===== src/rtl/instr_fetch_unit_pkg.sv =====
// Shared encodings for the multicycle MIPS fetch front end.
// Fetch FSM states and PCSource selects live here so the control FSM can
// import the same values.
package instr_fetch_unit_pkg;

    typedef enum logic [1:0] {
        F_IDLE = 2'b00,
        F_WAIT = 2'b01,
        F_DONE = 2'b10
    } fetch_state_e;

    typedef enum logic [1:0] {
        PCSRC_ALU_RESULT = 2'b00,
        PCSRC_ALU_OUT    = 2'b01,
        PCSRC_JUMP       = 2'b10,
        PCSRC_HOLD       = 2'b11
    } pc_src_e;

endpackage


===== src/rtl/instr_fetch_unit_fetch_watchdog.sv =====
// fetch_watchdog: down-counter that flags a memory read which has been
// outstanding for TIMEOUT cycles. Used only in FETCH_TIMEOUT_EN builds.
module fetch_watchdog #(
    parameter int TIMEOUT = 16
) (
    input  logic clk,
    input  logic rst,
    input  logic run,
    output logic expired
);
    localparam int CW = (TIMEOUT > 1) ? $clog2(TIMEOUT) : 1;
    localparam logic [CW-1:0] LOAD = CW'(TIMEOUT - 1);

    logic [CW-1:0] count;

    // Reload while idle; count down once per wait cycle, parking at zero
    always_ff @(posedge clk) begin
        if (rst || !run) begin
            count <= LOAD;
        end else if (count != '0) begin
            count <= count - CW'(1);
        end
    end

    assign expired = run && (count == '0);

endmodule


===== src/rtl/instr_fetch_unit.sv =====
// instr_fetch_unit: PC and instruction register for a multicycle MIPS core,
// fetching over a variable-latency req/ack memory port.
// Optional feature: define FETCH_TIMEOUT_EN to abandon a fetch after TIMEOUT
// cycles without mem_ack (fetch_err pulses, instr is left unchanged).
//
// state  | meaning
// F_IDLE | no read outstanding; IRWrite starts a fetch from pc
// F_WAIT | mem_req high, waiting for mem_ack
// F_DONE | IR just loaded; fetch_done is raised from here
//
// fetch_done and fetch_err are registered pulses, so fetch_done is seen the
// cycle after F_DONE (IRWrite cycle 0, ack on first request cycle -> done at
// cycle 3).
module instr_fetch_unit
    import instr_fetch_unit_pkg::*;
#(
    parameter int           N        = 32,
    parameter logic [N-1:0] RESET_PC = '0,
    parameter int           TIMEOUT  = 16
) (
    input  logic         clk,
    input  logic         rst,
    input  logic         IRWrite,
    input  logic         PCWrite,
    input  logic         PCWriteCond,
    input  logic         Zero,
    input  logic [1:0]   PCSource,
    input  logic [N-1:0] alu_result,
    input  logic [N-1:0] alu_out,
    output logic         mem_req,
    output logic [N-1:0] mem_addr,
    input  logic         mem_ack,
    input  logic [N-1:0] mem_rdata,
    output logic [N-1:0] pc,
    output logic [N-1:0] instr,
    output logic [5:0]   Op_code,
    output logic [5:0]   Funct,
    output logic         fetch_busy,
    output logic         fetch_done,
    output logic         fetch_err
);
    fetch_state_e state, state_nxt;
    logic         pc_en;
    logic         start_fetch;
    logic         capture;
    logic         misalign;
    logic         timed_out;
    logic         expired;
    logic [N-1:0] pc_nxt;
    logic [N-1:0] jump_target;

    if (TIMEOUT < 1) begin : g_bad_timeout
        $error("instr_fetch_unit: TIMEOUT must be at least 1");
    end

`ifdef FETCH_TIMEOUT_EN
    fetch_watchdog #(
        .TIMEOUT (TIMEOUT)
    ) u_watchdog (
        .clk     (clk),
        .rst     (rst),
        .run     (state == F_WAIT),
        .expired (expired)
    );
`else
    assign expired = 1'b0;
`endif

    assign pc_en       = PCWrite | (PCWriteCond & Zero);
    assign jump_target = {pc[N-1:28], instr[25:0], 2'b00};

    // Next-PC source select; the jump target uses the IR as it stands now
    always_comb begin
        pc_nxt = pc;
        case (pc_src_e'(PCSource))
            PCSRC_ALU_RESULT: pc_nxt = alu_result;
            PCSRC_ALU_OUT:    pc_nxt = alu_out;
            PCSRC_JUMP:       pc_nxt = jump_target;
            PCSRC_HOLD:       pc_nxt = pc;
            default:          pc_nxt = pc;
        endcase
    end

    // Fetch FSM next state and the single-cycle actions of each transition
    always_comb begin
        state_nxt   = state;
        start_fetch = 1'b0;
        capture     = 1'b0;
        misalign    = 1'b0;
        timed_out   = 1'b0;
        case (state)
            F_IDLE: begin
                if (IRWrite) begin
                    if (pc[1:0] == 2'b00) begin
                        start_fetch = 1'b1;
                        state_nxt   = F_WAIT;
                    end else begin
                        misalign = 1'b1;
                    end
                end
            end
            F_WAIT: begin
                if (mem_ack) begin
                    capture   = 1'b1;
                    state_nxt = F_DONE;
                end else if (expired) begin
                    timed_out = 1'b1;
                    state_nxt = F_IDLE;
                end
            end
            F_DONE:  state_nxt = F_IDLE;
            default: state_nxt = F_IDLE;
        endcase
    end

    // State register, PC, IR, latched fetch address and status pulses
    always_ff @(posedge clk) begin
        if (rst) begin
            state      <= F_IDLE;
            pc         <= RESET_PC;
            instr      <= '0;
            mem_addr   <= '0;
            fetch_done <= 1'b0;
            fetch_err  <= 1'b0;
        end else begin
            state <= state_nxt;
            if (pc_en) begin
                pc <= pc_nxt;
            end
            if (start_fetch) begin
                mem_addr <= pc;
            end
            if (capture) begin
                instr <= mem_rdata;
            end
            fetch_done <= (state == F_DONE);
            fetch_err  <= misalign | timed_out;
        end
    end

    assign mem_req    = (state == F_WAIT);
    assign fetch_busy = (state == F_WAIT);
    assign Op_code    = instr[31:26];
    assign Funct      = instr[5:0];

endmodule


===== config.mk =====
export PLATFORM = sky130hd
export DESIGN_NAME = instr_fetch_unit
export DESIGN_NICKNAME = d
export VERILOG_FILES = /design/src/rtl/instr_fetch_unit_pkg.sv /design/src/rtl/instr_fetch_unit_fetch_watchdog.sv /design/src/rtl/instr_fetch_unit.sv
export SDC_FILE = /design/constraint.sdc
export NUM_CORES = 1
export LEC_CHECK = 0
export CORE_MARGIN = 4
export CORE_UTILIZATION = 44
export CTS_BUF_LIST = sky130_fd_sc_hd__clkbuf_4 sky130_fd_sc_hd__clkbuf_8
export DETAILED_ROUTE_END_ITERATION = 16
export GPL_TIMING_DRIVEN = 0
export MAX_ROUTING_LAYER = met4
export PLACE_DENSITY = 0.95
export SLEW_MARGIN = 20
export SYNTH_ARGS = -nofsm -noshare
export SYNTH_HDL_FRONTEND = slang
export SYNTH_HIERARCHICAL = 1
export SYNTH_SLANG_ARGS = --single-unit

===== constraint.sdc =====
create_clock -name clk -period 3.4 [get_ports clk]
set_input_delay 0.68 -clock clk [delete_from_list [all_inputs] [get_ports clk]]
set_output_delay 0.68 -clock clk [all_outputs]
set_load 0.01 [all_outputs]

# Yosys cells after proc, flatten, opt, wreduce, memory -nomap -nowiden
# Cells that the tools add are included.
# op_classes
n_bitwise,6
shifts,0
addsub,0
n_reduce_logical,7
muxes,11
order_cmp,0
div_mod_pow,0
eq_ne,8
multipliers,0
# ops
cell,count
32-bit one-hot mux with 3 select lines,1
2-bit == test (second input constant),3
2-bit zero test,3
1-bit two-way mux,6
2-bit two-way mux,3
2-bit inequality test (second input constant),3
3-bit AND reduction,2
2-bit by 1-bit == test with 1-bit output (second input constant),2
1-bit inverter,4
2-bit one-hot mux with 2 select lines,1
3-bit OR reduction,1
2-bit AND reduction,1
1-bit bitwise AND,1
1-bit OR,1
# totals
ramBits,0
romBits,0
latchBits,0
memories,0
ff_bits,100
output_inout_bits,112

# Logic depth before layout (Yosys ltp)
# Gate-level depths: netlist (run 1).
# logic_depth
ltp_word,4
ltp_mapped,8

# Least setup slack after synthesis (run 1)
# OpenSTA, ideal clock, no wires.
# synth_timing
path_type,input port to flip-flop
start,in PCSource[0]
end,reg pc[18]
arrival_ns,1.785
slack_ns,1.499
stages,8
path_buffers,3
required_time_ns,3.283
path_cell_list,inv_1 > ha_1 > buf_2 > buf_2 > buf_1 > nand2_1 > o21ai_0 > a22o_1
# synth_via
elab_chain_cells,3
# synth_lines
element,line,text
"start, declared",instr_fetch_unit.sv:27,"input logic [1:0] PCSource,"
"parallel branches: the longest is 3 deep, another holds 32-bit one-hot mux with 3 select lines",-,
"end signal, assigned",instr_fetch_unit.sv:128,pc <= pc_nxt;
"end, declared",instr_fetch_unit.sv:34,"output logic [N-1:0] pc,"
# Several ways; the timed one is not identified.
# A chain may end at the register's enable or synchronous reset.

# Worst setup path after layout (run 1)
# layout_timing
start,reg state[0]
end,out mem_req
# layout_via
elab_chain_cells,1
# layout_lines
element,line,text
"start, declared",instr_fetch_unit.sv:42,"fetch_state_e state, state_nxt;"
"start signal, assigned",instr_fetch_unit.sv:126,state <= state_nxt;
2-bit by 1-bit == test with 1-bit output,instr_fetch_unit.sv:141,assign mem_req = (state == F_WAIT);
"end, declared",instr_fetch_unit.sv:30,"output logic mem_req,"
# No other way between the ends.

==> results of run 1 <==
[area by class of cell]
cell class,count,area (sq um)
inverters,5,18.8
repair buffers,216,2160
fillers,730,2550
plain buffers,60,320
clock buffers,10,131
clock inverters,6,72.6
multi-input cells,341,1860
well taps,129,161
flip-flops and latches,100,2000
[state kept, by name, summed over array words and instances, names as in the netlist]
register / count
fetch_done: 1
fetch_err: 1
instr: 32
mem_addr: 32
pc: 32
state: 2
[layout by cell type (no fill, tap or decap), types with 4 or more instances in the layout]
| cell | count |
|---|---|
| nand3_1 | 30 |
| buf_1 | 4 |
| o21ai_1 | 29 |
| clkdlybuf4s50_1 | 216 |
| a211o_1 | 4 |
| inv_1 | 5 |
| clkbuf_8 | 9 |
| a21oi_1 | 69 |
| nand2_1 | 94 |
| buf_4 | 14 |
| dfxtp_1 | 100 |
| buf_2 | 16 |
| o21ai_0 | 32 |
| a22o_1 | 26 |
| nand3b_1 | 5 |
| a22oi_1 | 27 |
| clkbuf_1 | 23 |
[layer usage]
metal | GRT usage, % | up-vias | routed length [um]
li1 | - | 2238 | -
met1 | 33.1 | 2165 | 6340
met2 | 48.8 | 222 | 8030
met3 | 4.23 | 48 | 899
met4 | 14.1 | 0 | 691
met5 | - | - | 0
[synth_stat cells, drive strengths merged]
library cell / instances / area [sq um]
nor2: 3 / 11.3
nor3: 4 / 25.0
a22oi: 27 / 203
nor2b: 2 / 12.5
nand2: 94 / 353
nand3b: 5 / 37.5
ha: 3 / 37.5
or2: 1 / 6.26
buf: 37 / 234
a2111oi: 2 / 17.5
a21oi: 70 / 354
a21o: 1 / 7.51
inv: 5 / 18.8
nor4b: 1 / 15.0
a22o: 26 / 228
o21ai: 61 / 305
nor3b: 3 / 22.5
and3b: 3 / 26.3
clkbuf: 23 / 86.3
or4b: 1 / 13.8
a211o: 4 / 35.0
nand3: 30 / 150
dfxtp: 100 / 2000
[power by group through the flow]
stage | sequential, mW | combinational (mW) | clock (mW)
2_1_floorplan | 1.30 | 0.220 | 0
3_3_place_gp | 1.29 | 0.535 | 0
3_5_place_dp | 1.29 | 0.547 | 0
4_1_cts | 1.27 | 0.549 | 0.795
5_1_grt | 1.27 | 0.593 | 0.844
6_report | 1.27 | 0.551 | 0.790
[how the worst max path moves through the flow]
stage                     slack, ns                  start             endpoint
after detailed placement       0.60            PCSource[0]   pc[0]$_SDFFE_PP0P_
final                          0.88  state[0]$_SDFFE_PP0P_              mem_req
after floorplan                1.50            PCSource[0]  pc[18]$_SDFFE_PP0P_
after CTS                      0.86  state[0]$_SDFFE_PP0P_              mem_req
after global placement         0.66            PCSource[0]   pc[0]$_SDFFE_PP0P_
after global routing           0.76  state[0]$_SDFFE_PP0P_              mem_req
[through the flow]
stage          hold WS (ns)  cell area (sq um)  total power, mW
2_1_floorplan         0.493               4200             1.52
3_3_place_gp          0.455               6530             1.82
3_5_place_dp          0.463               6530             1.84
4_1_cts               0.478               6730             2.61
5_1_grt               0.511               6730             2.71
6_report              0.482               6730             2.61
[worst register-to-register path, stage by stage, from the launching register on]
cell	delay (ns)
dfxtp_1	0.41
or4b_4	0.57
buf_6	0.17
nor2_1	0.26
nor3b_1	0.10
[cell families (layout without fill, tap and decap cells)]
kind of cell,after synthesis,count (layout),synth area share [%]
AO/OA/AOI/OAI,191,191,27.4
flip-flops,100,100,47.6
adder cells (fa/ha/maj),3,3,0.893
buffers and inverters,65,297,8.07
AND/OR/NAND/NOR,147,147,16.0
==> results.tsv, run 1 <==
metric	value	unit
hold wc startpoint	instr[7]$_SDFFE_PP0P_	
initial antenna violation count	0	
H-Tree Depth	3	
combinational fraction of design power	21.1	%
MaxCap Viol Count	0	
Reg-to-Reg Start	state[1]$_SDFFE_PP0P_	
synth unique cells	29	
Post-CTS Hold Fix Bufs	0	
critical path capture point type	output pin	
final net count	841	
outcome	finished clean	
PD cells	388	nW/um^2
measured slew at the worst slew-check pin	0.804	ns
Int Pwr	1.87	mW
clk sinks	100	
Worst Path Arrival	1.84	ns
CP max stage delay	0.53	ns
final hold vios	0	
GRT Resource Usage Total	28.7	%
P_leak	2.41	nW
DR WL/cell	18.4	um
syn_nets	614	
critical-path cell list	buf_2, nor2b_1, buf_4, clkdlybuf4s50_1	
die height	106	um
Placed Cells incl. Taps	851	
Non-Filler Instances	867	
sw frac	28.4	%
pre-CTS WS	0.605	ns
Peak supply drop	0.231	mV
setup_tns	0	ns
Final Setup Violations	0	
die width	106	um
Synth Instances	506	
Vias	4673	
Starting Density	45.3	%
r2r setup slk	1.78	ns
RSZ-0062 raised after global routing	no	
crit path time final	2.52	ns
post-CTS resize count	0	
Clock Skews	0.0122	ns
reg-to-reg critical path endpoint	mem_addr[0]$_SDFFE_PP0P_	
DR vias/cell	5.39	
CTS Buffer Depth	2	
hold path depth	2	
Placer Congestion	0.893	
cell count along the critical path	4	
Yosys reg bits	100	
Synthesis Warnings	6	
Seq/Total Area, Yosys	47.6	%
drt total wl	16.0	mm
Core Area	9280	sq um
GR Overflow Total	0	
TritonCTS clock tree	done	
Avg Inst Size Synth	8.30	sq um
Crit Path Category	register to output pin	
I/O Pins	217	
first-pass GRT wire length	24.6	mm
share of layout cells above drive strength 1	7.18	%
die area	11200	sq um
final worst slack	0.875	ns
share of power burned in registers	48.6	%
final worst-path cycle share	74.3	%
CP startpoint kind	register	
pin count of the biggest net entering global routing	18	
Hold Path Sink	instr[7]$_SDFFE_PP0P_	
vias in the first global route	4687	
Fmax	396	MHz
first drt pass iteration count	5	
Hold Path Class	register to register	
Clock power frac	30.3	%
Core Util, Final	72.5	%
worst reg2reg path depth	4	
area grow syn2layout	60.2	%
1st-iter DRT viols	230	
Post CTS Setup Buffer Count	0	
ANT cells	0	
ANT nets after route	0	
DRC Markers	0	
CP Buf/Inv Count	3	
CP required	2.72	ns
num rows	35	
number of CTS-inserted buffers	9	
max-slew violations	0	
clk root buf	clkbuf_8	
DP HPWL	13.1	mm
count of input and output buffers	216	
Max-slew headroom	45.0	%
Mapped Area	4200	sq um
clock latency on the worst-skew pair	0.36	ns
crit-path max FO	10	
net switching power	740	uW
clock-pin slew on the worst setup and hold paths	0.09	ns
family with the most delay on the worst path	buffers and inverters	
CP max stage cell	clkdlybuf4s50_1	
(Power assumes the default switching activity.)
==> run 2: changes to the inputs <==
CORE_UTILIZATION = 37   (was 44)
PLACE_DENSITY = 0.86   (was 0.95)
clock period = 2.1 ns   (was 3.4 ns; I/O delays follow)
==> run 2 against run 1 <==
Compared with the run above:
- sequential share of layout area shrank 0.099 points
- flip-flop and latch count unchanged
- highest routed layer unchanged
- count of clock-buffer cells in the layout increased by 1
- largest cell class unchanged
- first-iteration DRC count grew 9.1%
- largest power group unchanged
- clock power increased by 44%
- utilization down 11 points
- setup slack got worse by 0.77 ns
- via count shrank 1.1%
==> results.tsv, run 2 (synthesis results as in run 1) <==
metric	value	unit	change
CP max stage delay	0.55	ns	+0.02 ns
measured slew at the worst slew-check pin	0.567	ns	-0.236 ns
Post CTS Setup Buffer Count	0		unchanged
Clock Skews	0.00957	ns	-0.00266 ns
crit-path max FO	10		unchanged
I/O Pins	217		unchanged
Post-CTS Hold Fix Bufs	0		unchanged
clk sinks	100		unchanged
RSZ-0062 raised after global routing	no		
CTS Buffer Depth	2		unchanged
clock-pin slew on the worst setup and hold paths	0.09	ns	about the same
DRC Markers	0		unchanged
fin area	6750	sq um	+0.33%
Crit Path Category	register to output pin		
ANT cells	0		unchanged
Final Setup Violations	0		unchanged
Fmax	500	MHz	
hold_ws	0.481	ns	-0.000929 ns
Non-Filler Instances	877		+1.2%
pin count of the biggest net entering global routing	17		-1
GR Overflow Total	0		unchanged
crit path time final	2.00	ns	
critical path capture point type	output pin		
GRT Resource Usage Total	24.6	%	-4.1 points
number of CTS-inserted buffers	9		unchanged
DR vias/cell	5.27		-2.2%
CP required	1.68	ns	-1.04 ns
DR WL/cell	18.5	um	+0.41%
die area	13100	sq um	+17%
first-pass GRT wire length	24.9	mm	+0.95%
top flop regs	instr (32), mem_addr (32), pc (32)		
final worst-path cycle share	95.2	%	
outcome	finished clean		
ANT nets after route	0		unchanged
Placed Cells incl. Taps	862		+1.3%
Max-slew headroom	62.2	%	+17 points
clock latency on the worst-skew pair	0.35	ns	about the same
max-slew violations	0		unchanged
CP startpoint kind	register		
initial antenna violation count	0		unchanged
CP max stage cell	clkdlybuf4s50_1		
1st-iter DRT viols	251		+9.1%
Placed Area	6540	sq um	+0.21%
clk root buf	clkbuf_8		
drt total wl	16.2	mm	+1.6%
final net count	840		-0.12%
area grow syn2layout	60.7	%	
Placer Congestion	0.849		-4.9%
DP HPWL	12.6	mm	-3.7%
Core Area	11000	sq um	+18%
num rows	38		+8.6%
vias in the first global route	4814		+2.7%
critical-path cell list	buf_4, nor2b_4, clkdlybuf4s50_1		
first drt pass iteration count	8		+3
MaxCap Viol Count	0		unchanged
commonest non-fill, non-tap cell in the layout	clkdlybuf4s50_1		
Vias	4621		-1.1%
P_leak	2.42	nW	+0.25%
Core Util, Final	61.5	%	-11 points
most frequent cells in the layout	215 x clkdlybuf4s50_1, 100 x dfxtp_1, 94 x nand2_1, 69 x a21oi_1, 32 x o21ai_0		
Worst Path Arrival	1.58	ns	-0.26 ns
r2r setup slk	0.39	ns	-1.39 ns
Peak supply drop	0.375	mV	+62%
count of input and output buffers	216		unchanged
PD cells	609	nW/um^2	+57%
Hold Path Class	register to register		
total design power	4.11	mW	+58%
final hold vios	0		unchanged
share of layout cells above drive strength 1	8.14	%	+0.96 points
TritonCTS clock tree	done		
die height	115	um	+8.4%
die width	115	um	+8.4%
Starting Density	38.3	%	-7.0 points
H-Tree Depth	3		unchanged
[run 2: cell types whose count changed in the layout (fill, tap and decap cells not counted), sizes merged]
| cell | change |
|---|---|
| bufinv | -1 |
| clkbuf | +1 |
| inv | -1 |
| clkinv | +1 |
| clkdlybuf4s50 | -1 |
[run 2: repair_timing]
action,4_1_cts,5_1_grt
hold endpoints to repair,0,0
gates resized for setup,8,10
setup endpoints to repair,28,22
[run 2: power breakdown]
group	internal, mW	switching [mW]	total, mW
sequential	1.98	0.0689	2.05
clock	0.463	0.676	1.14
combinational	0.481	0.444	0.925
[run 2: through the flow]
| stage | setup slack, ns | setup TNS, ns |
|---|---|---|
| finish | 0.101 | 0 |
| global route | 0.0331 | 0 |
| floorplan | 0.459 | 0 |
| CTS | 0.00737 | 0 |
| global placement | -0.418 | -11.26 |
| detailed placement | -0.531 | -13.09 |
[run 2: critical path, delay by kind of cell, from the launching register on]
| family | cells | cell delay, ns |
|---|---|---|
| buffers and inverters | 2 | 0.72 |
| flip-flops | 1 | 0.33 |
| AND/OR/NAND/NOR | 1 | 0.19 |
[run 2: final timing paths]
check / from / endpoint / cells after the start
worst max-delay path: state[0]$_SDFFE_PP0P_ / fetch_busy / 3
worst min-delay path: instr[17]$_SDFFE_PP0P_ / instr[17]$_SDFFE_PP0P_ / 2
worst max register to register: state[1]$_SDFFE_PP0P_ / instr[30]$_SDFFE_PP0P_ / 4
worst min register to register: instr[17]$_SDFFE_PP0P_ / instr[17]$_SDFFE_PP0P_ / 2
[run 2: layout make-up]
class	count	area, sq um
Inverter	5	18.8
Buffer	59	335
Tap cell	140	175
Timing Repair Buffer	216	2160
Sequential cell	100	2000
Multi-Input combinational cell	341	1880
Clock buffer	11	139
Fill cell	947	4230
Clock inverter	5	37.5
[run 2: routing by layer]
| layer | part of all wire, % | global-route usage, % | routed length, um | up-vias |
|---|---|---|---|---|
| met2 | 50 | 41.9 | 8110 | 213 |
| met3 | 6.4 | 3.65 | 1040 | 30 |
| li1 | - | - | - | 2232 |
| met4 | 2.6 | 8.79 | 429 | 0 |
| met1 | 41 | 29.5 | 6640 | 2146 |
| met5 | 0 | - | 0 | - |
